### src/rtl/pulse_splitter_n.sv
// pulse_splitter_n: splits input pulses to N_OUT channels with per-channel pending counters.
// Define PULSE_SPLITTER_COUNT_EN to add the per-channel out_count fire counters.
module pulse_splitter_n #(
  parameter int N_OUT  = 2,
  parameter int PEND_W = 3,
  localparam int PTR_W = $clog2(N_OUT)
) (
  input  logic               clk,
  input  logic               rst_n,
  input  logic               in_pulse,
  input  logic               mode,
  input  logic [N_OUT-1:0]   out_ready,
  input  logic               ovf_clr,
  output logic [N_OUT-1:0]   out_pulse,
  output logic [N_OUT-1:0]   overflow,
  output logic [PTR_W-1:0]   rr_ptr
`ifdef PULSE_SPLITTER_COUNT_EN
  ,
  output logic [N_OUT*16-1:0] out_count
`endif
);
  logic [N_OUT-1:0][PEND_W-1:0] pend_q, pend_d;
  logic [N_OUT-1:0] inc, fire, ovf_ev, pulse_q, ovf_q, ovf_d;
  logic [PTR_W-1:0] rr_q, rr_d;
  always_comb begin
    inc    = '0;
    fire   = '0;
    ovf_ev = '0;
    pend_d = pend_q;
    for (int i = 0; i < N_OUT; i++) begin
      inc[i]    = in_pulse & (~mode | (PTR_W'(i) == rr_q));
      fire[i]   = out_ready[i] & ((pend_q[i] != '0) | inc[i]);
      ovf_ev[i] = inc[i] & ~fire[i] & (pend_q[i] == '1);
      pend_d[i] = ovf_ev[i] ? pend_q[i] : pend_q[i] + PEND_W'(inc[i]) - PEND_W'(fire[i]);
    end
    ovf_d = (ovf_q & ~{N_OUT{ovf_clr}}) | ovf_ev;
    rr_d  = (mode & in_pulse) ? ((rr_q == PTR_W'(N_OUT - 1)) ? '0 : rr_q + 1'b1) : rr_q;
  end
  always_ff @(posedge clk or negedge rst_n) begin
    if (!rst_n) begin
      pend_q  <= '0;
      pulse_q <= '0;
      ovf_q   <= '0;
      rr_q    <= '0;
    end else begin
      pend_q  <= pend_d;
      pulse_q <= fire;
      ovf_q   <= ovf_d;
      rr_q    <= rr_d;
    end
  end
  assign out_pulse = pulse_q;
  assign overflow  = ovf_q;
  assign rr_ptr    = rr_q;
`ifdef PULSE_SPLITTER_COUNT_EN
  logic [N_OUT-1:0][15:0] cnt_q;
  always_ff @(posedge clk or negedge rst_n) begin
    if (!rst_n) cnt_q <= '0;
    else for (int i = 0; i < N_OUT; i++) cnt_q[i] <= cnt_q[i] + 16'(fire[i]);
  end
  assign out_count = cnt_q;
`endif
endmodule

### config.mk
export PLATFORM = sky130hd
export DESIGN_NAME = pulse_splitter_n
export DESIGN_NICKNAME = d
export VERILOG_FILES = /design/src/rtl/pulse_splitter_n.sv
export SDC_FILE = /design/constraint.sdc
export NUM_CORES = 1
export LEC_CHECK = 0
export BUFFER_PORTS_ARGS = -buffer_cell sky130_fd_sc_hd__buf_2
export CORE_ASPECT_RATIO = 1.1
export CORE_MARGIN = 5
export CORE_UTILIZATION = 40
export CTS_CLUSTER_DIAMETER = 50
export DETAILED_ROUTE_END_ITERATION = 8
export SLEW_MARGIN = 30
export SYNTH_ARGS = -nofsm -noshare
export SYNTH_HDL_FRONTEND = slang
export SYNTH_SLANG_ARGS = --single-unit
### constraint.sdc
create_clock -name clk -period 5.9 [get_ports clk]
set_input_delay 0.885 -clock clk [delete_from_list [all_inputs] [get_ports clk]]
set_output_delay 0.885 -clock clk [all_outputs]
set_load 0.1 [all_outputs]
==> results of run 1 <==
## report_power, final
group | internal, uW | switching [uW]
sequential | 108 | 36.6
clock | 26.2 | 25.4
combinational | 73.2 | 121
## registers in the layout, summed over array words and instances, names as in the netlist
register and count:
pend_q 6, out_pulse 2, overflow 2, rr_ptr 1
## cells in the final DEF (no fill, tap or decap)
cell,instances
inv_1,11
buf_2,11
dfrtp_1,11
ha_1,6
xnor2_1,5
nand2b_1,4
nand2_1,3
clkbuf_4,3
a21boi_2,2
nand4_1,2
o21ai_0,2
fa_1,2
o41a_1,1
o41ai_4,1
inv_2,1
o41ai_1,1
clkbuf_1,1
## layout make-up
class | count | area share (%)
multi-input cells | 29 | 40.6
flip-flops and latches | 11 | 38.8
repair buffers | 11 | 7.76
inverters | 12 | 6.35
clock buffers | 4 | 3.70
well taps | 16 | 2.82
## routing by layer
| metal | up-vias | part of all wire (%) |
|---|---|---|
| met5 | - | 0 |
| met4 | 0 | 2.4 |
| met3 | 3 | 8.0 |
| met2 | 12 | 43 |
| met1 | 162 | 46 |
| li1 | 196 | - |
## cells by family (layout without fill, tap and decap cells)
kind of cell | after synthesis | after routing
compound gates | 7 | 7
xor+xnor | 5 | 5
simple gates | 9 | 9
flops | 11 | 11
fa+ha+maj | 8 | 8
buf+inv | 12 | 27
## through the flow
step	util [%]	hold WS, ns	power (uW)	std cells	setup slack (ns)
6_report	50.6	0.471	391	83	3.47
5_1_grt	50.6	0.474	430	83	3.36
4_1_cts	50.6	0.471	398	83	3.46
3_5_place_dp	48.8	0.532	345	79	3.17
3_3_place_gp	48.8	0.504	339	79	3.19
2_1_floorplan	-	0.559	309	52	3.25
## worst max-delay path, stage by stage
cell      delay, ns
buf_2          0.12
a21boi_2       0.23
o41ai_4        0.10
ha_1           0.29
inv_1          0.04
ha_1           0.18
fa_1           0.38
xnor2_1        0.17
xnor2_1        0.13
nand2_1        0.06
## worst paths after layout
kind | startpoint | endpoint | slack (ns) | depth (start not counted)
max in group asynchronous | rst_n | pend_q[3]$_DFFE_PN0N_ | 5.23 | 1
hold / removal | rst_n | pend_q[4]$_DFFE_PN0N_ | 0.47 | 1
hold reg to reg | rr_ptr$_DFFE_PN0P_ | rr_ptr$_DFFE_PN0P_ | 0.54 | 1
setup reg to reg | rr_ptr$_DFFE_PN0P_ | pend_q[2]$_DFFE_PN0N_ | 3.76 | 9
setup / recovery | mode | pend_q[2]$_DFFE_PN0N_ | 3.47 | 10
min in group clk | rr_ptr$_DFFE_PN0P_ | rr_ptr$_DFFE_PN0P_ | 0.54 | 1
==> metrics.md, run 1 <==
| Metric | Value |
|---|---|
| Status | `completed` |
| Post-CTS setup buffers | `0` |
| Avg Cell Area, Syn | `11.7 sq um` |
| Die H | `50.9 microns` |
| Finish-stage setup viols | `0` |
| M3 GR Usage | `3.16%` |
| Synth top area share | `45.3%` |
| Initial drt markers | `10` |
| Total Wirelength | `934 microns` |
| Fmax | `412 MHz` |
| Unrepaired setup endpoints after global routing | `no` |
| Post-synthesis mux area share | `0%` |
| Top Ports | `12` |
| Vias in the first global route | `413` |
| Clk sink count | `11` |
| Register area share after synthesis | `45.3%` |
| Ys flop type | `dfrtp_1` |
| Post-DP HPWL | `759 microns` |
| PortBufs | `11` |
| GR peak layer | `met2` |
| Worst vdd ir | `0.000235 V` |
| Syn_nets | `67` |
| Routed len/inst | `11.3 microns` |
| Clk_lat worst skew | `0.27 ns` |
| Hold Buf Count CTS | `0` |
| Total grt overflow | `0` |
| Multi-input logic area | `288 sq um` |
| Top cells by count, synth | `dfrtp_1, inv_1, ha_1, xnor2_1, nand2b_1` |
| CP endpoint kind | `flop` |
| Yosys reg bits | `11` |
| Max-slew violations | `0` |
| Worst clock skew | `0.000703 ns` |
| Post-DRT Antenna Nets | `0` |
| Worst EP arrival | `2.58 ns` |
| Pin count of the biggest net entering global routing | `12` |
| Die span in x | `47.2 microns` |
| Finished layout cell area | `709 sq um` |
| Gpl congestion | `0.680` |
| Critical path launch point type | `primary input` |
| CTS tree | `done` |
| XOR/XNOR share of the synthesized area | `7.20%` |
| Setup CP Type | `in -> reg` |
| Async S/R FF share, synth | `100%` |
| Share of cells above drive strength 1 | `26.9%` |
| Worst Path Max Fanout | `3` |
| Min cycle time layout | `2.43 ns` |
| Top post-synthesis cells by area | `dfrtp_1, ha_1, xnor2_1` |
| Leak pwr | `0.000363 uW` |
| Initial core utilization | `43.4%` |
| EDFF count, synth | `0` |
| Final period util | `41.1%` |
| Clock root buffer | `clkbuf_4` |
| Flip-flop and latch area | `275 sq um` |
| Routing usage on met1 | `12.7%` |
| # nets final | `83` |
| Compound-Gate Fraction of Synth Area | `13.2%` |
| Setup TNS Final | `0 ns` |
| # resized after CTS | `0` |
| H-tree depth | `1` |
| # diodes | `0` |
| Via count | `373` |
| Syn Inst Count | `52` |
| Slew @ Worst Pin | `0.487 ns` |
| Vias/cell | `4.49` |
| Synth Area in Simple Gates | `8.02%` |
| Ys Warns | `0` |
| Core area | `1400 sq um` |
| Pwr Density | `551 nW/um^2` |
| Die area | `2400 sq um` |
| Drt drc | `0` |
| Worst-path clk slew | `0.07 ns` |
| Synth Cell Area | `608 sq um` |
| Placed cell areas | `683 sq um` |
| Global-route wire length before repair | `1690 microns` |
| Cell taking the most area after synthesis | `dfrtp_1` |
| Clock buffer depth | `2` |
| GR Util met2 | `14.7%` |
| Unique masters post-synth | `14` |
| CP required | `6.05 ns` |
| Largest family of logic cells by synthesized area | `adder cells` |
| Slew HR | `67.7%` |
| Adder-cell share of the synthesized area | `18.9%` |
| FILL cells | `141` |
| Initial antenna violation count | `0` |
| Max-cap violations | `0` |
| Endpoints failing hold | `0` |
| TritonCTS Buffers | `3` |
| DRT Pass-1 Iters | `4` |
| Area growth from synthesis to layout | `16.7%` |
| Hold WC Path Type | `in -> async` |
| Gr usage total | `9.99%` |
| Floorplan row count | `14` |
Note: power is estimated with default switching activity, not from simulation.
==> run 2, diff against run 1 <==
==> constraint.sdc (replaced) <==
create_clock -name clk -period 1.99 [get_ports clk]
set_input_delay 0.2985 -clock clk [delete_from_list [all_inputs] [get_ports clk]]
set_output_delay 0.2985 -clock clk [all_outputs]
set_load 0.1 [all_outputs]
==> run 2 against run 1 <==
Compared with the run above:
- the flow now finishes with violations (setup timing)
- global-route usage rose by 1.3 points
- routed wire length grew 23%
- via count grew 24%
- total power rose to 3.7 times the previous value
- cell count up 12%
- clock-buffer cell count unchanged
- die area is the same
- clock skew grew 0.0010 ns
- worst setup slack got worse by 3.6 ns
- critical path depth is 2 lower
- first-iteration DRC count shrank 40%
- critical endpoint unchanged
- largest power group unchanged
==> metrics.md, run 2 (synthesis results as in run 1) <==
| Metric | Value |
|---|---|
| Status | `finished, violations left` |
| Failing checks | `setup timing` |
| Pwr Density | `1630 nW/um^2` |
| Initial drt markers | `6` |
| Gpl congestion | `0.711` |
| Core area | `1400 sq um` |
| Critical-path top delay cell | `o41ai_4` |
| TritonCTS Buffers | `3` |
| Vias/cell | `4.97` |
| Pin count of the biggest net entering global routing | `12` |
| Initial antenna violation count | `0` |
| CTS tree | `done` |
| Post-DRT Antenna Nets | `0` |
| Clock buffer depth | `2` |
| Pre-CTS WS | `-0.0905 ns` |
| CP endpoint kind | `flop` |
| Endpoints failing hold | `0` |
| Area growth from synthesis to layout | `45.9%` |
| Leak pwr | `0.000437 uW` |
| Finish-stage setup viols | `2` |
| Vias in the first global route | `471` |
| Worst clock skew | `0.00174 ns` |
| Total Wirelength | `1150 microns` |
| CP max stage delay | `0.46 ns` |
| Reg with most FFs | `pend_q` |
| Worst vdd ir | `0.00137 V` |
| Clk_lat worst skew | `0.27 ns` |
| Final period util | `105%` |
| Hold WC Path Type | `in -> reg` |
| Worst Path Max Fanout | `2` |
| # diodes | `0` |
| Top Ports | `12` |
| Gr usage total | `11.3%` |
| Via count | `462` |
| DRT Pass-1 Iters | `4` |
| # nets final | `93` |
| Final cell count without fillers | `93` |
| CP required | `2.13 ns` |
| Initial core utilization | `43.4%` |
| Post-DP HPWL | `879 microns` |
| Worst EP arrival | `2.23 ns` |
| Slew HR | `67.8%` |
| PortBufs | `11` |
| FF-to-FF setup slack | `-0.1 ns` |
| Floorplan row count | `14` |
| Global-route wire length before repair | `1920 microns` |
| Worst-path clk slew | `0.07 ns` |
| H-tree depth | `1` |
| Setup ws final | `-0.0984 ns` |
| Min cycle time layout | `2.09 ns` |
| Unrepaired setup endpoints after global routing | `yes` |
| Slew @ Worst Pin | `0.487 ns` |
| Critical path launch point type | `flop` |
| Setup CP Type | `reg -> reg` |
| Total grt overflow | `0` |
| Die H | `50.9 microns` |
| Critical Path Most Common Cell | `ha_4` |
| Die area | `2400 sq um` |
| Max-cap violations | `0` |
| Placed cell count | `87` |
| Max reg flops | `6` |
| Setup TNS Final | `-0.126 ns` |
| Max-slew violations | `0` |
| Share of cells above drive strength 1 | `51.9%` |
| Fmax | `479 MHz` |
| Die span in x | `47.2 microns` |
| Routed len/inst | `12.4 microns` |
| Most frequent cells in the layout | `buf_2, dfrtp_1, inv_1, buf_4` |
| Clk sink count | `11` |
| Total Power | `1450 uW` |
| Worst path cell trace | `o41ai_4, ha_4, inv_4, ha_4, fa_2, xnor2_2, xnor2_1, nand2_1` |
| Drt drc | `0` |
| Clock root buffer | `clkbuf_4` |
| Most common cell after layout, fill and taps aside | `buf_2` |
==> run 2: through the flow <==
step	hold slack, ns	util, %	cell area (sq um)
after global placement	0.182	55.3	774
after global routing	0.235	63.3	887
after detailed placement	0.181	55.3	774
final	0.221	63.3	887
after CTS	0.213	58.6	821
after floorplan	0.00291	-	639
==> run 2: critical path: cells and delay by family (launching register included) <==
kind | cells | cell delay, ns
AND/OR/NAND/NOR | 1 | 0.08
AO/OA/AOI/OAI | 1 | 0.46
XOR/XNOR | 2 | 0.28
flip-flops | 1 | 0.42
buffers and inverters | 1 | 0.03
adder cells (fa/ha/maj) | 3 | 0.69
==> run 2: power by group <==
group          switching [uW]  internal (uW)
registers                95.2            328
clock network            74.3           77.6
logic                     475            399
total                     645            805
==> run 2: path summary, 6_finish.rpt <==
check                      depth (start not counted)               endpoint                  start
max                                                8  pend_q[2]$_DFFE_PN0N_  pend_q[0]$_DFFE_PN0N_
min                                                2  overflow[0]$_DFF_PN0_                ovf_clr
max reg2reg                                        8  pend_q[2]$_DFFE_PN0N_  pend_q[0]$_DFFE_PN0N_
min reg2reg                                        2  overflow[1]$_DFF_PN0_  overflow[1]$_DFF_PN0_
max in group asynchronous                          2     rr_ptr$_DFFE_PN0P_                  rst_n
min in group asynchronous                          2  pend_q[1]$_DFFE_PN0N_                  rst_n
==> run 2: cell type report <==
cell class	instances	area, sq um
multi-input cells	29	375
flip-flops and latches	11	279
fillers	116	514
inverters	12	50.0
repair buffers	21	136
well taps	16	20.0
clock buffers	4	26.3
==> run 2: repair_timing <==
item,in CTS,in global routing
hold buffers,1,0
pin swaps,6,1
hold endpoints to repair,11,0
setup endpoints to repair,4,4
resized for setup,1,13
buffers inserted,1,0
==> run 2: routing by layer <==
layer | GRT usage, % | up-vias | routed length, microns
li1 | - | 217 | -
met1 | 14.3 | 229 | 489
met2 | 17.2 | 14 | 572
met3 | 5.26 | 2 | 80
met4 | 2.76 | 0 | 9
met5 | 0 | - | 0
